===== config.mk =====
export PLATFORM = sky130hd
export DESIGN_NAME = image_stream_reader_flat
export DESIGN_NICKNAME = d
export VERILOG_FILES = /design/src/rtl/image_stream_reader_if.sv /design/src/rtl/image_stream_reader.sv /design/src/flat_wrapper.sv
export SDC_FILE = /design/constraint.sdc
export NUM_CORES = 2
export LEC_CHECK = 0
export BUFFER_PORTS_ARGS = -buffer_cell sky130_fd_sc_hd__buf_2
export CAP_MARGIN = 0
export CORE_AREA = 2 2 318 320
export DETAILED_ROUTE_END_ITERATION = 12
export DIE_AREA = 0 0 320 322
export PLACE_DENSITY = 0.63
export SLEW_MARGIN = 15
export SYNTH_ARGS = -nofsm -noshare
export SYNTH_HDL_FRONTEND = slang
export SYNTH_SLANG_ARGS = --single-unit

===== constraint.sdc =====
create_clock -name clk -period 7.3 [get_ports clk]
set_input_delay 1.46 -clock clk [delete_from_list [all_inputs] [get_ports clk]]
set_output_delay 1.46 -clock clk [all_outputs]
set_load 0.1 [all_outputs]

===== src/rtl/image_stream_reader_if.sv =====
// Beat stream from the image reader to the BNN input layer.
// Rev 1.0
`default_nettype none

interface image_stream_reader_if #(
   parameter int WORD_W = 8
);
   logic [WORD_W-1:0] out_data;
   logic              out_valid;
   logic              out_ready;
   logic              out_last;

   modport master (
      output out_data,
      output out_valid,
      output out_last,
      input  out_ready
   );

   modport slave (
      input  out_data,
      input  out_valid,
      input  out_last,
      output out_ready
   );
endinterface

`default_nettype wire


===== src/rtl/image_stream_reader.sv =====
// +--------------------------------------------------------------------+
// | image_stream_reader: snapshots the 28x28 image, releases the buffer |
// | and streams WORD_W-pixel beats downstream.            Rev 1.0      |
// +--------------------------------------------------------------------+
`default_nettype none

module image_stream_reader #(
   parameter  int TOTAL_PIXELS = 784,
   parameter  int WORD_W       = 8,
   localparam int BEATS        = TOTAL_PIXELS / WORD_W,
   localparam int IDX_W        = (BEATS > 1) ? $clog2(BEATS) : 1
) (
   input  logic                    clk,
   input  logic                    rst,
   input  logic [TOTAL_PIXELS-1:0] img_bits_i,
   input  logic                    img_full_i,
   input  logic                    start_i,
   input  logic                    abort_i,
   output logic                    clear_req_o,
   output logic                    busy_o,
   output logic                    done_o,
   output logic                    err_start_o,
   output logic [IDX_W-1:0]        beat_idx_o,
   image_stream_reader_if.master   out_if
);

   if ((TOTAL_PIXELS % WORD_W) != 0) begin : g_bad_word_w
      $fatal(1, "image_stream_reader: WORD_W must divide TOTAL_PIXELS");
   end

   localparam logic [IDX_W-1:0] LAST_IDX = IDX_W'(BEATS - 1);

   typedef enum logic [1:0] {
      S_IDLE    = 2'd0,
      S_CAPTURE = 2'd1,
      S_STREAM  = 2'd2
   } state_t;

   state_t                         state_q;
   logic [BEATS-1:0][WORD_W-1:0]   shadow_q;
   logic [IDX_W-1:0]               beat_idx_q;
   logic                           out_valid_q;
   logic                           clear_req_q;
   logic                           done_q;
   logic                           err_start_q;
   logic                           w_xfer;

   assign w_xfer = out_valid_q && out_if.out_ready;

   // Shadow is viewed as an array of beats so the payload mux is a plain index.
   always_ff @(posedge clk) begin
      if (rst) begin
         state_q     <= S_IDLE;
         shadow_q    <= '0;
         beat_idx_q  <= '0;
         out_valid_q <= 1'b0;
         clear_req_q <= 1'b0;
         done_q      <= 1'b0;
         err_start_q <= 1'b0;
      end else begin
         clear_req_q <= 1'b0;
         done_q      <= 1'b0;
         err_start_q <= 1'b0;
         case (state_q)
            S_IDLE: begin
               if (start_i) begin
                  if (img_full_i) begin
                     shadow_q    <= img_bits_i;
                     beat_idx_q  <= '0;
                     clear_req_q <= 1'b1;
                     state_q     <= S_CAPTURE;
                  end else begin
                     err_start_q <= 1'b1;
                  end
               end
            end
            S_CAPTURE: begin
               beat_idx_q <= '0;
               if (abort_i) begin
                  state_q <= S_IDLE;
               end else begin
                  state_q     <= S_STREAM;
                  out_valid_q <= 1'b1;
               end
            end
            S_STREAM: begin
               if (abort_i) begin
                  state_q     <= S_IDLE;
                  out_valid_q <= 1'b0;
                  beat_idx_q  <= '0;
               end else if (w_xfer) begin
                  if (beat_idx_q == LAST_IDX) begin
                     state_q     <= S_IDLE;
                     out_valid_q <= 1'b0;
                     beat_idx_q  <= '0;
                     done_q      <= 1'b1;
                  end else begin
                     beat_idx_q <= beat_idx_q + IDX_W'(1);
                  end
               end
            end
            default: begin
               state_q     <= S_IDLE;
               out_valid_q <= 1'b0;
               beat_idx_q  <= '0;
            end
         endcase
      end
   end

   assign out_if.out_data  = out_valid_q ? shadow_q[beat_idx_q] : '0;
   assign out_if.out_valid = out_valid_q;
   assign out_if.out_last  = out_valid_q && (beat_idx_q == LAST_IDX);
   assign clear_req_o      = clear_req_q;
   assign busy_o           = (state_q != S_IDLE);
   assign done_o           = done_q;
   assign err_start_o      = err_start_q;
   assign beat_idx_o       = beat_idx_q;

`ifndef SYNTHESIS
   logic              chk_stall_q;
   logic [WORD_W-1:0] chk_data_q;

   always_ff @(posedge clk) begin
      if (rst) begin
         chk_stall_q <= 1'b0;
         chk_data_q  <= '0;
      end else begin
         chk_stall_q <= out_valid_q && !out_if.out_ready && !abort_i;
         chk_data_q  <= out_if.out_data;
         assert (int'(beat_idx_q) < BEATS)
            else $error("beat_idx out of range");
         assert (!(chk_stall_q && out_valid_q) || (out_if.out_data == chk_data_q))
            else $error("out_data changed during stall");
         assert (!clear_req_q || (state_q == S_CAPTURE))
            else $error("clear_req outside CAPTURE");
      end
   end
`endif

endmodule

`default_nettype wire


===== src/flat_wrapper.sv =====
// flat-port wrapper written by rule: the top's interface ports become plain ports
module image_stream_reader_flat 
#(
   parameter  int TOTAL_PIXELS = 784,
   parameter  int WORD_W       = 8,
   localparam int BEATS        = TOTAL_PIXELS / WORD_W,
   localparam int IDX_W        = (BEATS > 1) ? $clog2(BEATS) : 1
)
  (clk, rst, img_bits_i, img_full_i, start_i, abort_i, clear_req_o, busy_o, done_o, err_start_o, beat_idx_o, out_if_out_data, out_if_out_valid, out_if_out_last, out_if_out_ready);
  image_stream_reader_if #(.WORD_W(WORD_W)) out_if_i ();
  input  logic clk;
  input  logic rst;
  input  logic [TOTAL_PIXELS-1:0] img_bits_i;
  input  logic img_full_i;
  input  logic start_i;
  input  logic abort_i;
  output logic clear_req_o;
  output logic busy_o;
  output logic done_o;
  output logic err_start_o;
  output logic [IDX_W-1:0] beat_idx_o;
  output wire logic [$bits(out_if_i.out_data)-1:0] out_if_out_data;
  output wire logic [$bits(out_if_i.out_valid)-1:0] out_if_out_valid;
  output wire logic [$bits(out_if_i.out_last)-1:0] out_if_out_last;
  input wire logic [$bits(out_if_i.out_ready)-1:0] out_if_out_ready;
  assign out_if_out_data = out_if_i.out_data;
  assign out_if_out_valid = out_if_i.out_valid;
  assign out_if_out_last = out_if_i.out_last;
  assign out_if_i.out_ready = out_if_out_ready;
  image_stream_reader #(.TOTAL_PIXELS(TOTAL_PIXELS), .WORD_W(WORD_W)) u_core (.clk(clk), .rst(rst), .img_bits_i(img_bits_i), .img_full_i(img_full_i), .start_i(start_i), .abort_i(abort_i), .clear_req_o(clear_req_o), .busy_o(busy_o), .done_o(done_o), .err_start_o(err_start_o), .beat_idx_o(beat_idx_o), .out_if(out_if_i));
endmodule

== Word level (Yosys, flattened, before mapping) ==
Cells that the tools add are included.

* Multiply operators: 0
* Equality and inequality tests: 8
* Order comparisons: 1
* $add $sub $neg: 1
* Div/mod/pow operators: 0
* Shift operators: 0
* Bitwise operators: 4
* Reduce and logical (&&, ||, !) cells: 10
* Multiplexer cells: 24

{| class="wikitable"
|+ Operators with widths
! operator !! count
|-
| binary-select mux 8 bit (select 7 bit) || 1
|-
| 2-to-1 mux 7 bit || 5
|-
| 2-to-1 mux 8 bit || 2
|-
| one-hot mux 7 bit (2 select lines) || 1
|-
| 2-to-1 mux 2 bit || 6
|-
| < comparator 7 x 8 -> 1 bit (second input constant) || 1
|-
| AND reduction 4 bit || 2
|-
| adder 7 x 1 -> 7 bit (second input constant) || 1
|-
| equality test 7 bit (second input constant) || 1
|-
| 2-to-1 mux 1 bit || 7
|-
| != test 2 bit (second input constant) || 3
|-
| != test 3 x 2 -> 1 bit (second input constant) || 2
|-
| one-hot mux 2 bit (3 select lines) || 1
|-
| AND reduction 3 bit || 2
|-
| NOT 1 bit || 4
|-
| OR reduction 4 bit || 1
|-
| one-hot mux 1 bit (3 select lines) || 1
|-
| OR reduction 3 bit || 1
|-
| equality test 2 x 1 -> 1 bit (second input constant) || 1
|-
| equality test 2 bit (second input constant) || 1
|-
| logical AND 1 bit || 2
|-
| zero test 2 bit || 1
|-
| nonzero test 2 bit || 1
|}

* Bits in registers: 797
* Logic and storage cells: 152
* Input bits: 790
* ROM bits: 0
* Bits in latches: 0
* Memories: 0
* Bits in writable memories: 0
* Output and inout bits: 21

== Depth between registers and ports, before layout ==
* Depth in word-level cells: 5
* Mapped depth: 11
* Gate-level depth less buffers: 7

== Worst setup path after synthesis ==
OpenSTA, ideal clock, no wires.

* Kind: reg-to-output
* From: reg u_core.beat_idx_q[1] (netlist: u_core.beat_idx_o[1])
* To: out out_if_out_data[6]
* Arrival: 4.052 ns
* Buffers on the path: 3
* Path slack: 1.788 ns
* Cell stages (with the launch flop): 9
* Required time: 5.840 ns
* Cell sequence: dfxtp_1 > buf_4 > or3b_2 > clkbuf_1 > buf_2 > o22ai_1 > a211o_1 > nand2_1 > a41oi_1

* Longest elaborated chain between the ends: 3

{| class="wikitable"
|+ RTL lines
! what !! RTL line !! text
|-
| start: declaration || image_stream_reader.sv:41 || <nowiki>logic [IDX_W-1:0] beat_idx_q;</nowiki>
|-
| start signal: assignment || image_stream_reader.sv:98 || <nowiki>beat_idx_q <= beat_idx_q + IDX_W'(1);</nowiki>
|-
| binary-select mux 8 bit (select 7 bit) || image_stream_reader.sv:111 || <nowiki>assign out_if.out_data = out_valid_q ? shadow_q[beat_idx_q] : '0;</nowiki>
|-
| 2-to-1 mux 8 bit (not written as such) || image_stream_reader.sv:111 ||
|-
| 2-to-1 mux 8 bit || image_stream_reader.sv:111 ||
|-
| end: declaration || flat_wrapper.sv:22 || <nowiki>output wire logic [$bits(out_if_i.out_data)-1:0] out_if_out_data;</nowiki>
|}

No other way between the ends. The select of a mux whose other input is x is not followed.

== Worst setup path after layout ==
* From: reg u_core.beat_idx_q[2] (netlist: u_core.beat_idx_o[2])
* To: out out_if_out_data[4]

The elaborated chain is that of the path after synthesis.

==> results.yml <==
placement:
  post-dp-hpwl_mm: 111
  place_inst: 5825
  place_ws_ns: 2.07
  place.gp.congestion: 0.928
  io_buffers: 810
  place_area_sq_um: 38300
timing:
  fin_crit_sh_pct: 81.6
  min_period_ns: 5.96
  final_hold_viol_count: 0
  finalClockSkew_ns: 0.0279
  fin_ws_ns: 1.34
  max_freq_mhz: 168
  tns_ns: 0
  rsz0062_at_grt: "false"
  tightest_slew_ns: 1.26
  max-slew-margin-rel_pct: 15.8
  fin_hold_ws_ns: 0.453
  maxSlewViolCount: 0
  setup_viol: 0
yosys:
  syn_area_sq_um: 33700
  yosys.area_share.simple_pct: 19.2
  synth_warnings: 0
  syn-mean-instance-area_sq_um: 8.36
  async_reset_ff_share_pct: 0
  syn_inst: 4025
  syn-num-nets: 4817
  synth_compound_area_share_pct: 15.6
  synth-adder-area-share_pct: 0.0743
  yosysSeqAreaShare_pct: 47.4
  ys_types: 59
  synth_xor_area_share_pct: 0.130
  ys.flop_type: "dfxtp_1"
  synthMuxAreaShare_pct: 13.0
  synth_seq_cells: 797
  synth_top_family_by_area: "simple AND/OR/NAND/NOR gates"
  synth_edf_count: 0
run:
  cap_violations: 0
global_routing:
  antenna_found_initial: 52
  grt_max_degree: 222
  grtUsageTotal_pct: 27.4
  grt_pass1_wl_mm: 207
  grt_pass1_vias: 30600
  gr-total-overflow: 0
power:
  intPower_uw: 7750
  p_switching_uw: 2640
  switching_share_pct: 25.4
  seqPwrFrac_pct: 45.5
  leakagePower_uw: 0.0155
  power.density_nw_per_um2: 251
  vdd_drop_max_mv: 0.167
  combPwrFrac_pct: 8.9
  p_clk_share_pct: 45.6
setup_path:
  worstPathArrival_ns: 4.50
  endpoint_kind: "primary output"
  cp_max_fo: 33
  slowest_delay_ns: 1.13
  worst-setup-path-type: "reg -> out"
  cp-start-kind: "register"
  crit_chain: "nor2b_4 > a22o_1 > a211o_1 > a32oi_1 > a31oi_1 > buf_2"
  worst_ep_required_time_ns: 5.84
  slowest_stage: "nor2b_4"
drt:
  wirelength_mm: 148
  vias_per_cell: 5.35
  num_vias: 32100
  final_antenna_net_count: 0
  wl_per_cell_um: 24.6
  drc: 0
  drt_iter0_markers: 3200
  drtPass1Iterations: 6
cells_and_area:
  layout.nets: 5410
  fin_area_sq_um: 41400
  regArea_sq_um: 16000
  n_fill_cell: 10100
  finalNonFillerCells: 6000
  drive_gt1_share_pct: 25.0
  syn2layout_area_growth_pct: 22.9
  multi_input_area_sq_um: 16200
clocking:
  cts_buffers: 89
  hold_buffers: 0
  root_buffer: "clkbuf_16"
  cts_tree: "yes"
  htreeDepth: 3
  insertion_delay_ns: 0.65
  post_cts_buffers: 0
  clk_pin_slew_ns: 0.06
  cts.path.max_buffers: 3
  cts_resized: 0
  cts_sinks: 797
die:
  ioPinCount: 811
  die_h_um: 322
  rows: 116
  initial_utilization_pct: 33.8
  die_w_um: 320
  dieArea_sq_um: 103000
  core_area_sq_um: 99600
status:
  status: "finished, final reports clean"
worst_hold_path:
  hold_class: "reg -> reg"
-- layout make-up --
cell class / instances / area share [%]
inverter: 4 / 0.0363
timing repair buffer: 841 / 10.8
antenna: 15 / 0.0907
clock inverter: 43 / 1.26
tap: 1298 / 3.93
sequential: 797 / 38.6
clock buffer: 117 / 6.18
multi-input combinational: 2885 / 39.1
-- layer usage --
layer	GRT usage, %	share of wire (%)	vias up
met2	45.0	47	1332
met3	8.10	9.0	352
met5	0	0.25	-
li1	-	-	14900
met1	32.9	39	15500
met4	12.9	5.0	60
-- cell usage after synthesis (all sizes together) (2+ instances only) --
library cell,number,share of area (%)
or2,2,0.037
a22oi,22,0.49
clkbuf,213,2.4
nor2b,7,0.13
or3b,5,0.13
dfxtp,797,47
nor3,18,0.27
o22a,2,0.052
and2,7,0.13
a31oi,5,0.093
nor4,4,0.074
nand2b,8,0.15
o22ai,6,0.11
mux2,8,0.27
a22o,21,0.55
mux4,151,10
nor4b,2,0.052
xnor2,4,0.10
a211oi,9,0.20
buf,126,2.2
a221oi,5,0.15
a21oi,801,12
nand3b,2,0.045
ha,2,0.074
nand3,7,0.10
a32oi,6,0.16
o31ai,2,0.045
a221o,2,0.059
o221ai,23,0.60
a211o,17,0.44
o21ai,15,0.22
inv,3,0.033
nor2,25,0.28
mux2i,87,2.6
a2111oi,9,0.31
nand2,1586,18
-- worst paths after layout --
| check | startpoint | to | slack, ns | cells past startpoint |
|---|---|---|---|---|
| worst max-delay path | u_core.beat_idx_o[2] | out_if_out_data[4] | 1.34 | 6 |
| worst min-delay path | u_core.shadow_q[215] | u_core.shadow_q[215] | 0.45 | 2 |
| worst max register to register | u_core.beat_idx_o[5] | u_core.beat_idx_o[4] | 4.26 | 6 |
| worst min register to register | u_core.shadow_q[215] | u_core.shadow_q[215] | 0.45 | 2 |
-- state kept, by name, indices dropped and copies added, names as in the netlist --
name	cells
u_core.shadow_q	784
u_core.beat_idx_o	7
u_core.state_q	2
u_core.clear_req_o	1
u_core.done_o	1
u_core.err_start_o	1
u_core.out_if.out_valid	1
-- cell families (layout without fill, tap and decap cells) --
logic type,after synthesis,in the layout
buffers and inverters,343,1005
other,0,15
AO/OA/AOI/OAI,954,954
flip-flops,797,797
multiplexers,246,246
adder cells (fa/ha/maj),2,2
XOR/XNOR,5,5
AND/OR/NAND/NOR,1678,1678
-- placed cells by master (no fill, tap or decap), types with 6 or more instances in the layout --
cell	netlist	layout
nand2_1	1586	1586
buf_2	97	809
a21oi_1	801	801
dfxtp_1	797	792
mux4_2	151	151
clkbuf_16	0	93
mux2i_1	87	87
o221ai_1	23	23
nor2_1	25	23
a22oi_1	22	22
a22o_1	21	21
nor3_1	18	18
buf_4	16	18
a211o_1	17	17
clkinv_2	0	17
diode_2	0	15
o21ai_0	15	15
clkbuf_8	0	14
buf_12	0	13
clkbuf_1	213	10
bufinv_16	0	10
a211oi_1	9	9
nand2b_1	8	8
mux2_2	8	8
a2111oi_0	7	7
nand3_1	7	7
and2_1	7	6
o22ai_1	6	6
a32oi_1	6	6
inv_6	0	6
-- worst max-delay path, delay by kind of cell (launching register included) --
family	cells	cell delay (ns)
compound gates	4	1.36
buf+inv	1	0.54
simple gates	1	1.13
flops	1	0.80
-- through the flow --
step | utilization (%) | power [uW]
floorplan | - | 5240
global placement | 38.4 | 5730
detailed placement | 38.4 | 5730
CTS | 41.5 | 10400
global route | 41.5 | 10700
finish | 41.5 | 10400
-- power groups by stage --
stage	Sequential (uW)	Combinational [uW]	Clock [uW]
finish	4730	923	4740
global route	4740	1010	4960
CTS	4720	922	4800
detailed placement	4810	919	0
global placement	4820	905	0
floorplan	4730	516	0
No activity file was read; power rests on OpenSTA's default activity.
